<file path="src/rtl/ddr2_reset_sequencer_if.sv">
// Status/control bundle between system control logic and the DDR2 reset sequencer.
// master = system side (drives lock/ready/soft reset), slave = sequencer.
interface ddr2_reset_sequencer_if;
  logic       pll_locked;
  logic       phy_ready;
  logic       soft_reset_req;
  logic       ddr_usr_rst;
  logic       ready;
  logic       fail;
  logic [2:0] state;
  logic [7:0] retry_count;
  logic [7:0] drop_count;

  modport master (
    output pll_locked, phy_ready, soft_reset_req,
    input  ddr_usr_rst, ready, fail, state, retry_count, drop_count
  );

  modport slave (
    input  pll_locked, phy_ready, soft_reset_req,
    output ddr_usr_rst, ready, fail, state, retry_count, drop_count
  );
endinterface

</file>
<file path="src/rtl/ddr2_reset_sequencer.sv">
// Holds DDR2 infrastructure in reset, supervises PLL lock / PHY ready with bounded retries.
// Inputs reach the FSM after 2 sync flops + 1 edge; outputs registered; no backpressure.
module ddr2_reset_sequencer #(
  parameter int unsigned RST_CYCLES    = 16,
  parameter int unsigned LOCK_TIMEOUT  = 4096,
  parameter int unsigned READY_TIMEOUT = 65536,
  parameter int unsigned MAX_RETRIES   = 3
) (
  input logic                   usr_clk,
  input logic                   usr_rst_n,
  ddr2_reset_sequencer_if.slave bus
);

  typedef enum logic [2:0] {
    S_ASSERT     = 3'd0,
    S_WAIT_LOCK  = 3'd1,
    S_WAIT_READY = 3'd2,
    S_RUN        = 3'd3,
    S_FAIL       = 3'd4
  } state_e;

  localparam logic [31:0] RST_LAST   = 32'(RST_CYCLES - 1);
  localparam logic [31:0] LOCK_LAST  = 32'(LOCK_TIMEOUT - 1);
  localparam logic [31:0] READY_LAST = 32'(READY_TIMEOUT - 1);
  localparam logic [7:0]  RETRY_MAX  = 8'(MAX_RETRIES);

  state_e      state_q, state_d;
  logic [31:0] timer_q, timer_d;
  logic [7:0]  retry_count_q, retry_count_d;
  logic [7:0]  drop_count_q, drop_count_d;
  logic        lock_meta_q, lock_meta_d, lock_s_q, lock_s_d;
  logic        ready_meta_q, ready_meta_d, ready_s_q, ready_s_d;
  logic        ddr_usr_rst_q, ddr_usr_rst_d;
  logic        ready_q, ready_d;
  logic        fail_q, fail_d;
  logic        retry_evt;

  always_comb begin
    lock_meta_d   = bus.pll_locked;
    lock_s_d      = lock_meta_q;
    ready_meta_d  = bus.phy_ready;
    ready_s_d     = ready_meta_q;
    state_d       = state_q;
    retry_count_d = retry_count_q;
    drop_count_d  = drop_count_q;
    retry_evt     = 1'b0;

    case (state_q)
      S_ASSERT: begin
        if (timer_q == RST_LAST) state_d = S_WAIT_LOCK;
      end
      S_WAIT_LOCK: begin
        if (lock_s_q)                    state_d   = S_WAIT_READY;
        else if (timer_q == LOCK_LAST)   retry_evt = 1'b1;
      end
      S_WAIT_READY: begin
        // Losing lock while waiting for calibration is handled like a timeout.
        if (!lock_s_q)                   retry_evt = 1'b1;
        else if (ready_s_q)              state_d   = S_RUN;
        else if (timer_q == READY_LAST)  retry_evt = 1'b1;
      end
      S_RUN: begin
        if (!lock_s_q || !ready_s_q) begin
          state_d       = S_ASSERT;
          retry_count_d = 8'd0;
          if (drop_count_q != 8'hFF) drop_count_d = drop_count_q + 8'd1;
        end
      end
      S_FAIL:  state_d = S_FAIL;
      default: state_d = S_ASSERT;
    endcase

    if (retry_evt) begin
      if (retry_count_q == RETRY_MAX) begin
        state_d = S_FAIL;
      end else begin
        state_d       = S_ASSERT;
        retry_count_d = retry_count_q + 8'd1;
      end
    end

    // Soft reset overrides everything, but a drop counted this cycle is discarded.
    if (bus.soft_reset_req) begin
      state_d       = S_ASSERT;
      retry_count_d = 8'd0;
      drop_count_d  = drop_count_q;
    end

    timer_d       = ((state_d != state_q) || bus.soft_reset_req) ? 32'd0 : timer_q + 32'd1;
    ddr_usr_rst_d = (state_d == S_ASSERT) || (state_d == S_FAIL);
    ready_d       = (state_d == S_RUN);
    fail_d        = (state_d == S_FAIL);
  end

  always_ff @(posedge usr_clk) begin
    if (!usr_rst_n) begin
      state_q       <= S_ASSERT;
      timer_q       <= 32'd0;
      retry_count_q <= 8'd0;
      drop_count_q  <= 8'd0;
      lock_meta_q   <= 1'b0;
      lock_s_q      <= 1'b0;
      ready_meta_q  <= 1'b0;
      ready_s_q     <= 1'b0;
      ddr_usr_rst_q <= 1'b1;
      ready_q       <= 1'b0;
      fail_q        <= 1'b0;
    end else begin
      state_q       <= state_d;
      timer_q       <= timer_d;
      retry_count_q <= retry_count_d;
      drop_count_q  <= drop_count_d;
      lock_meta_q   <= lock_meta_d;
      lock_s_q      <= lock_s_d;
      ready_meta_q  <= ready_meta_d;
      ready_s_q     <= ready_s_d;
      ddr_usr_rst_q <= ddr_usr_rst_d;
      ready_q       <= ready_d;
      fail_q        <= fail_d;
    end
  end

  assign bus.state       = state_q;
  assign bus.ddr_usr_rst = ddr_usr_rst_q;
  assign bus.ready       = ready_q;
  assign bus.fail        = fail_q;
  assign bus.retry_count = retry_count_q;
  assign bus.drop_count  = drop_count_q;

endmodule

</file>
<file path="src/flat_wrapper.sv">
// flat-port wrapper written by rule: the top's interface ports become plain ports
module ddr2_reset_sequencer_flat 
#(
  parameter int unsigned RST_CYCLES    = 16,
  parameter int unsigned LOCK_TIMEOUT  = 4096,
  parameter int unsigned READY_TIMEOUT = 65536,
  parameter int unsigned MAX_RETRIES   = 3
)
  (usr_clk, usr_rst_n, bus_pll_locked, bus_phy_ready, bus_soft_reset_req, bus_ddr_usr_rst, bus_ready, bus_fail, bus_state, bus_retry_count, bus_drop_count);
  ddr2_reset_sequencer_if bus_i ();
  input logic usr_clk;
  input logic usr_rst_n;
  input wire logic [$bits(bus_i.pll_locked)-1:0] bus_pll_locked;
  input wire logic [$bits(bus_i.phy_ready)-1:0] bus_phy_ready;
  input wire logic [$bits(bus_i.soft_reset_req)-1:0] bus_soft_reset_req;
  output wire logic [$bits(bus_i.ddr_usr_rst)-1:0] bus_ddr_usr_rst;
  output wire logic [$bits(bus_i.ready)-1:0] bus_ready;
  output wire logic [$bits(bus_i.fail)-1:0] bus_fail;
  output wire logic [$bits(bus_i.state)-1:0] bus_state;
  output wire logic [$bits(bus_i.retry_count)-1:0] bus_retry_count;
  output wire logic [$bits(bus_i.drop_count)-1:0] bus_drop_count;
  assign bus_i.pll_locked = bus_pll_locked;
  assign bus_i.phy_ready = bus_phy_ready;
  assign bus_i.soft_reset_req = bus_soft_reset_req;
  assign bus_ddr_usr_rst = bus_i.ddr_usr_rst;
  assign bus_ready = bus_i.ready;
  assign bus_fail = bus_i.fail;
  assign bus_state = bus_i.state;
  assign bus_retry_count = bus_i.retry_count;
  assign bus_drop_count = bus_i.drop_count;
  ddr2_reset_sequencer #(.RST_CYCLES(RST_CYCLES), .LOCK_TIMEOUT(LOCK_TIMEOUT), .READY_TIMEOUT(READY_TIMEOUT), .MAX_RETRIES(MAX_RETRIES)) u_core (.usr_clk(usr_clk), .usr_rst_n(usr_rst_n), .bus(bus_i));
endmodule
</file>
<file path="config.mk">
export PLATFORM = sky130hd
export DESIGN_NAME = ddr2_reset_sequencer_flat
export DESIGN_NICKNAME = d
export VERILOG_FILES = /design/src/rtl/ddr2_reset_sequencer_if.sv /design/src/rtl/ddr2_reset_sequencer.sv /design/src/flat_wrapper.sv
export SDC_FILE = /design/constraint.sdc
export NUM_CORES = 1
export LEC_CHECK = 0
export ABC_CLOCK_PERIOD_IN_PS = 6700
export BUFFER_PORTS_ARGS = -buffer_cell sky130_fd_sc_hd__clkbuf_2
export CAP_MARGIN = 40
export CORE_MARGIN = 10
export CORE_UTILIZATION = 35
export CTS_BUF_LIST = sky130_fd_sc_hd__clkbuf_16
export DETAILED_ROUTE_END_ITERATION = 7
export GPL_TIMING_DRIVEN = 0
export PLACE_DENSITY_LB_ADDON = 0.25
export SKIP_LAST_GASP = 1
export SYNTH_ARGS = -nofsm -noshare
export SYNTH_HDL_FRONTEND = slang
export SYNTH_SLANG_ARGS = --single-unit
</file>
<file path="constraint.sdc">
create_clock -name usr_clk -period 6.7 [get_ports usr_clk]
set_clock_uncertainty 0.05 [all_clocks]
set_input_delay 1.34 -clock usr_clk [delete_from_list [all_inputs] [get_ports usr_clk]]
set_output_delay 1.34 -clock usr_clk [all_outputs]
set_load 0.01 [all_outputs]
</file>
==> Word-level counts from Yosys, hierarchy flattened <==
Cells that the tools add are included.
{ "word_totals": {"mem_count": 0, "rom_bits": 0, "regBits": 58, "ramBits": 0, "latch_bits": 0, "out_inout_bits": 22} }
{ "classes": {"eq_ne": 12, "multipliers": 0, "bitwise_logic": 2, "n_lt_le_gt_ge": 0, "mux": 19, "n_addsub": 3, "reduce_logical": 10, "div_mod_pow": 0, "shifts": 0} }
{ "op_table": {"columns": ["cell", "n"], "rows": [
  ["$add A32 B1 Y32 const B", 1],
  ["$eq A32 B12 Y1 const B", 1],
  ["$eq A32 B16 Y1 const B", 1],
  ["$eq A32 B4 Y1 const B", 1],
  ["$mux W8", 4],
  ["$mux W3", 8],
  ["$add A8 B1 Y8 const B", 2],
  ["$pmux W3 S5", 1],
  ["$eq A3 B2 Y1 const B", 3],
  ["$eq A8 B2 Y1 const B", 1],
  ["$ne A8 B8 Y1 const B", 1],
  ["$eq A3 B3 Y1 const B", 2],
  ["$logic_not A3 Y1", 2],
  ["$mux W1", 5],
  ["$reduce_and A4 Y1", 1],
  ["$reduce_or A2 Y1", 2],
  ["$eq A3 B1 Y1 const B", 1],
  ["$logic_or A1 B1 Y1", 3],
  ["$ne A3 B3 Y1", 1],
  ["$logic_not A1 Y1", 2],
  ["$not A1 Y1", 2],
  ["$pmux W1 S2", 1]
]} }

==> Logic depth before layout (Yosys ltp) <==
Gate-level depths: netlist of the first run.
{ "depth": {"word_depth": 10, "ltp_mapped": 9} }

==> Least setup slack after synthesis of the first run <==
No wires, ideal clock.
{ "synth_timing": {"path_kind": "in2reg", "from": "in bus_soft_reset_req", "to": "reg u_core.timer_q[24]", "t_arrival_ns": 2.636, "t_required_ns": 6.535, "slack_ns": 3.899, "setup_time_ns": 0.115, "n_path_buf": 1, "stages": 7, "cell_sequence": "nor4_1 > nand4_1 > or3_4 > and3_2 > o221ai_4 > buf_6 > nor2_2"} }
{ "synth_between": {"elab_chain_len": 4} }
{ "synth_lines": {"columns": ["item", "line", "rtl"], "rows": [
  ["from (decl)", "flat_wrapper.sv:15", "input wire logic [$bits(bus_i.soft_reset_req)-1:0] bus_soft_reset_req;"],
  ["$mux W3", "ddr2_reset_sequencer.sv:83", "if (bus.soft_reset_req) begin"],
  ["$ne A3 B3 Y1", "ddr2_reset_sequencer.sv:89", "timer_d = ((state_d != state_q) || bus.soft_reset_req) ? 32'd0 : timer_q + 32'd1;"],
  ["$logic_or A1 B1 Y1 *", "ddr2_reset_sequencer.sv:89", null],
  ["$reduce_or A2 Y1 (no line) *", null, null],
  ["to (signal assigned)", "ddr2_reset_sequencer.sv:110", "timer_q <= timer_d;"],
  ["to (decl)", "ddr2_reset_sequencer.sv:28", "logic [31:0] timer_q, timer_d;"]
]} }
Mark *: on every way between the ends. The rest lies on a longest branch, timed or not.
A chain may end at the register's enable or synchronous reset.

==> Worst setup path in the final report of the first run <==
{ "layout_timing": {"from": "in bus_soft_reset_req", "to": "reg u_core.timer_q[8]"} }
Same word-level chain as after synthesis.

==> results.cfg, run 1 <==
[yosys]
synth.yosys.seq_area_share_pct = 41.2
ys.warnings.count = 0
synth_top_area_share_pct = 41.2
synth_cell_types = 50
synth_edf_count = 0
synthCells = 301
syn_area_mm2 = 0.00282
synthArstFlopShare_pct = 0
yosysTopAreaCell = dfxtp_1
avgSynthCellArea_um2 = 9.37
yosysMostFrequentCell = dfxtp_1
yosys_register_bits = 58
synthTopCellsByArea = dfxtp_1 (41%), nor2_2 (6.7%), xnor2_1 (5.9%), xor2_1 (5.9%), nand3_1 (3.9%)
synth_fp_nets = 309
synthFlopType = dfxtp_1
synth_commonest_cells = dfxtp_1 (58), nor2_2 (30), nand3_1 (22)

[pwr]
powerDensity_mw_per_mm2 = 235
internal_power_uw = 631
power.leakage_nw = 1.19
seqPwrFrac_pct = 44.3
irDropWorstVdd_uv = 135
clkPwrFrac_pct = 53.8
swShare_pct = 19.8
switching_power_uw = 156
power_frac_comb_pct = 1.9

[critical_path]
cp_data_arrival_time_ps = 3030
rr_startpoint = u_core.timer_q[0]
r2r_slack_ps = 4080
r2r-end = u_core.bus.retry_count[2]
startpoint_type = primary input
required_ps = 6860
end_kind = flip-flop
r2r_cells = 8
path_class = in -> reg
crit_fanout = 10

[routing]
remaining_drc_errors = 0
routed_wirelength_mm = 5.87
ant_nets = 0
viasPerCell = 4.90
wl_per_cell_um = 13.2
dr.pass1.iters = 4
vias = 2175
dr.first_iter.drc_count = 62

[cells_and_area]
area_growth_pct = 18.9
final_cells = 444
final_nets = 346
drive_gt1_share_pct = 26.3
final_cell_area_mm2 = 0.00335
fill_cells = 815
diodes = 0
register_area_mm2 = 0.00116
multi_input_area_mm2 = 0.00159

[global_routing]
grt_use_total_pct = 10.9
grt_pass1_vias = 2240
grt_remaining_overflow = 0
antenna_found_initial = 0
grt_max_degree = 11
grt_pass1_wl_mm = 10.6

[cts]
cts_root_buf = clkbuf_16
numClockSinks = 58
path_clk_slew_ps = 50
clk_latency_ps = 320
cts_resized = 0
numCtsBuffers = 9
htreeDepth = 3
cts_tree = yes
ctsHoldBuffers = 0
post_cts.repair.setup_buffers = 0
clockBufferDepth = 2

[place]
globalplace.congestion = 0.786
port_buffers = 26
dp_hpwl_mm = 4.21
place_inst = 429
place_area_mm2 = 0.00308

[timing]
rsz0062_at_grt = no
maxSlewViolCount = 0
max_slew_margin_pct = 44.5
hold_violations = 0
setup_viol = 0
clock.fmax_mhz = 348
fin_crit_ps = 2870
tns_ps = 0
tightest_slew_ps = 812
period_share_pct = 42.9

[hold_path]
worstHoldPathCells = 1
hold_start = u_core.ready_meta_q
hp-class = reg -> reg
holdPathEnd = u_core.ready_s_q

[die]
die_h_um = 110
core_area_mm2 = 0.00777
start_util_pct = 36.3
fp.dieW_um = 110
die_area_mm2 = 0.0120
design.portCount = 27
num_rows = 32

[run_status]
outcome = finished clean

[flow_run]
cap_viol_max_count = 0
critical path, cell delays in order:
cell and delay [ps]:
clkbuf_2 150, a2111oi_0 720, a21oi_1 210, o221ai_4 330, buf_6 220, nor2_2 50
kinds of logic (layout without fill, tap and decap cells):
logic type | after synthesis | in the layout | synth area share [%]
xor gates and xnor gates | 38 | 38 | 11.8
DFF | 58 | 58 | 41.2
adders and majority gates | 3 | 3 | 1.33
muxes | 1 | 1 | 0.355
and+or+nand+nor | 161 | 161 | 34.1
AOI/OAI and AO/OA | 28 | 28 | 8.79
buffers and inverters | 12 | 53 | 2.44
metal layers:
layer | routed length, µm | global-route usage (%) | vias to the layer above
li1 | - | - | 1128
met1 | 2860 | 14.0 | 1013
met2 | 2690 | 16.4 | 27
met3 | 224 | 3.86 | 7
met4 | 89 | 4.18 | 0
met5 | 0 | 0 | -
power by group through the flow:
stage                     registers, mW  clock network [mW]  logic (mW)
after detailed placement          0.355                   0      0.0153
after global routing              0.348               0.455      0.0168
after CTS                         0.348               0.439      0.0154
final                             0.349               0.424      0.0149
after global placement            0.355                   0      0.0152
after floorplan                   0.355                   0      0.0106
registers in the layout, indices dropped and copies added (netlist names):
register / flops
u_core.timer_q: 32
u_core.bus.drop_count: 8
u_core.bus.retry_count: 8
u_core.bus.state: 3
u_core.bus.ddr_usr_rst: 1
u_core.bus.fail: 1
u_core.bus.ready: 1
u_core.lock_meta_q: 1
u_core.lock_s_q: 1
u_core.ready_meta_q: 1
u_core.ready_s_q: 1
layout make-up:
class,instances,share of cell area [%]
clock buffers,9,6.72
plain buffers,7,1.49
repair buffers,26,3.88
inverters,5,0.560
clock inverters,6,1.49
multi-input cells,231,47.4
flip-flops and latches,58,34.6
well taps,102,3.81
layout by cell type (no fill, tap or decap), types with 3 or more instances in the layout:
master | netlist | layout
nand3_1 | 22 | 22
a31o_2 | 3 | 3
clkbuf_2 | 1 | 27
and2_1 | 15 | 15
nand4_1 | 10 | 10
inv_1 | 5 | 6
clkinv_1 | 0 | 3
clkbuf_16 | 0 | 9
xnor2_1 | 19 | 19
nor2_2 | 30 | 30
clkbuf_1 | 3 | 3
xor2_1 | 19 | 19
nor2_1 | 19 | 19
or3_1 | 4 | 4
o21ai_0 | 4 | 4
and4_1 | 5 | 5
and3_1 | 11 | 11
buf_6 | 3 | 3
a21oi_1 | 6 | 6
nor3_1 | 5 | 5
nand2_1 | 16 | 16
nor4_1 | 4 | 4
ha_1 | 3 | 3
nor4_2 | 3 | 3
dfxtp_1 | 58 | 58
per-stage QoR:
stage / util (%) / setup WS (ps) / hold slack [ps] / power [mW]
floorplan: - / 3900 / 362 / 0.366
CTS: 43.2 / 3880 / 384 / 0.802
global placement: 39.6 / 3560 / 371 / 0.371
finish: 43.2 / 3830 / 380 / 0.787
global route: 43.2 / 3750 / 402 / 0.821
detailed placement: 39.6 / 3530 / 372 / 0.371
how the worst max path moves through the flow:
stage,startpoint,end,depth (start not counted)
after detailed placement,bus_soft_reset_req,u_core.timer_q[7],8
after CTS,bus_soft_reset_req,u_core.timer_q[5],8
after global routing,bus_soft_reset_req,u_core.timer_q[10],6
final,bus_soft_reset_req,u_core.timer_q[8],6
after global placement,bus_soft_reset_req,u_core.timer_q[9],8
after floorplan,bus_soft_reset_req,u_core.timer_q[24],7
No activity file was read; power rests on OpenSTA's default activity.
==> run 2: changes to the inputs <==
ABC_CLOCK_PERIOD_IN_PS = 2370   (was 6700)
clock period = 2.37 ns   (was 6.7 ns; I/O delays follow)
==> results.cfg, run 2 (synthesis results as in run 1) <==
[critical_path]
critPathBufInv = 2
required_ps = 2530
cp_slowest_cell = or3_4
crit_fanout = 10
end_kind = flip-flop
worstPathCellList = nor4_4 > nand4_1 > or3_4 > and3_2 > o221ai_4 > buf_12 > buf_8 > nor2_2
cp_data_arrival_time_ps = 2420
path_class = reg -> reg
startpoint_type = flip-flop
path_delay_family = simple AND/OR/NAND/NOR gates
max_stage_delay_ps = 460

[global_routing]
grt_pass1_wl_mm = 10.7
grt_remaining_overflow = 0
grt_max_degree = 11
grt_pass1_vias = 2270
grt_use_total_pct = 11.0
antenna_found_initial = 0

[routing]
wl_per_cell_um = 13.4
ant_nets = 0
dr.pass1.iters = 4
vias = 2222
remaining_drc_errors = 0
routed_wirelength_mm = 6.01
dr.first_iter.drc_count = 51
viasPerCell = 4.94

[place]
port_buffers = 26
globalplace.congestion = 0.786
place_area_mm2 = 0.00308
dp_hpwl_mm = 4.21

[die]
die_area_mm2 = 0.0120
num_rows = 32
start_util_pct = 36.3
die_h_um = 110
fp.dieW_um = 110
design.portCount = 27
core_area_mm2 = 0.00777

[hold_path]
hp-class = in -> reg

[timing]
period_share_pct = 95.4
clock.fmax_mhz = 442
setup_viol = 0
tns_ps = 0
tightest_slew_ps = 619
fin_crit_ps = 2260
maxSlewViolCount = 0
hold_violations = 0
max_slew_margin_pct = 58.6

[cells_and_area]
drive_gt1_share_pct = 29.6
final_nets = 352
regMostFlops = u_core.timer_q
largest_register_ffs = 32
layout_common_cells = dfxtp_1 (56), nor2_2 (30), clkbuf_2 (26)
diodes = 0
area_growth_pct = 23.8
utilization_pct = 45.0
final_common_cell = dfxtp_1
final_cell_area_mm2 = 0.00349
fill_cells = 806

[pwr]
irDropWorstVdd_uv = 387
power.leakage_nw = 1.25
powerDensity_mw_per_mm2 = 642

[cts]
cts_tree = yes
clk_latency_ps = 320
clockBufferDepth = 2
numClockSinks = 58
numCtsBuffers = 9
path_clk_slew_ps = 50
cts_root_buf = clkbuf_16
htreeDepth = 3

[run_status]
outcome = finished clean

[flow_run]
cap_viol_max_count = 0
run 2: cell types whose count changed in the layout (fill, tap and decap cells not counted), sizes merged:
| cell | delta |
|---|---|
| buf | +6 |
run 2: final cells by class:
| type | count | area [µm²] | share of cell area [%] |
|---|---|---|---|
| inverter | 5 | 18.8 | 0.537 |
| clock buffer | 9 | 225 | 6.45 |
| sequential | 58 | 1170 | 33.4 |
| multi-input combinational | 231 | 1640 | 46.8 |
| clock inverter | 6 | 50.0 | 1.43 |
| buffer | 7 | 63.8 | 1.83 |
| tap | 102 | 128 | 3.65 |
| timing repair buffer | 32 | 205 | 5.88 |
run 2: report_power, final:
part | internal [mW] | switching, mW
Sequential | 0.982 | 0.00422
Combinational | 0.0243 | 0.0298
Clock | 0.788 | 0.413
run 2: worst paths after layout:
kind / slack (ps) / depth (start not counted) / to / startpoint
worst max-delay path: 110 / 8 / u_core.timer_q[17] / u_core.timer_q[25]
worst min-delay path: 310 / 2 / u_core.lock_meta_q / bus_pll_locked
worst max register to register: 110 / 8 / u_core.timer_q[17] / u_core.timer_q[25]
worst min register to register: 380 / 1 / u_core.ready_s_q / u_core.ready_meta_q
run 2: through the flow:
step,hold WS (ps),worst slack [ps],instances,power [mW]
after CTS,294,-6.56,447,2.27
after floorplan,362,145,301,1.03
after detailed placement,372,-259,429,1.05
after global placement,371,-233,429,1.05
after global routing,312,-13.0,450,2.33
final,307,109,450,2.24
run 2: per-layer routing:
layer / up-vias / track usage [%] / part of all wire, %
li1: 1143 / - / -
met1: 1047 / 14.1 / 49
met4: 0 / 4.18 / 1.3
met5: - / 0 / 0
met3: 5 / 3.86 / 3.2
met2: 27 / 16.6 / 46
run 2: worst reg2reg max path, stage by stage, from the launching register on:
cell,delay [ps]
dfxtp_1,360
nor4_4,320
nand4_1,190
or3_4,460
and3_2,240
o221ai_4,180
buf_12,160
buf_8,150
nor2_2,50
run 2: what timing repair did:
action,in CTS,in global routing
setup buffers,3,2
endpoints found under the hold margin,0,0
gates cloned,0,1
resized for setup,3,15
hold buffers,0,0
pin swaps,3,5
setup endpoints to repair,44,40
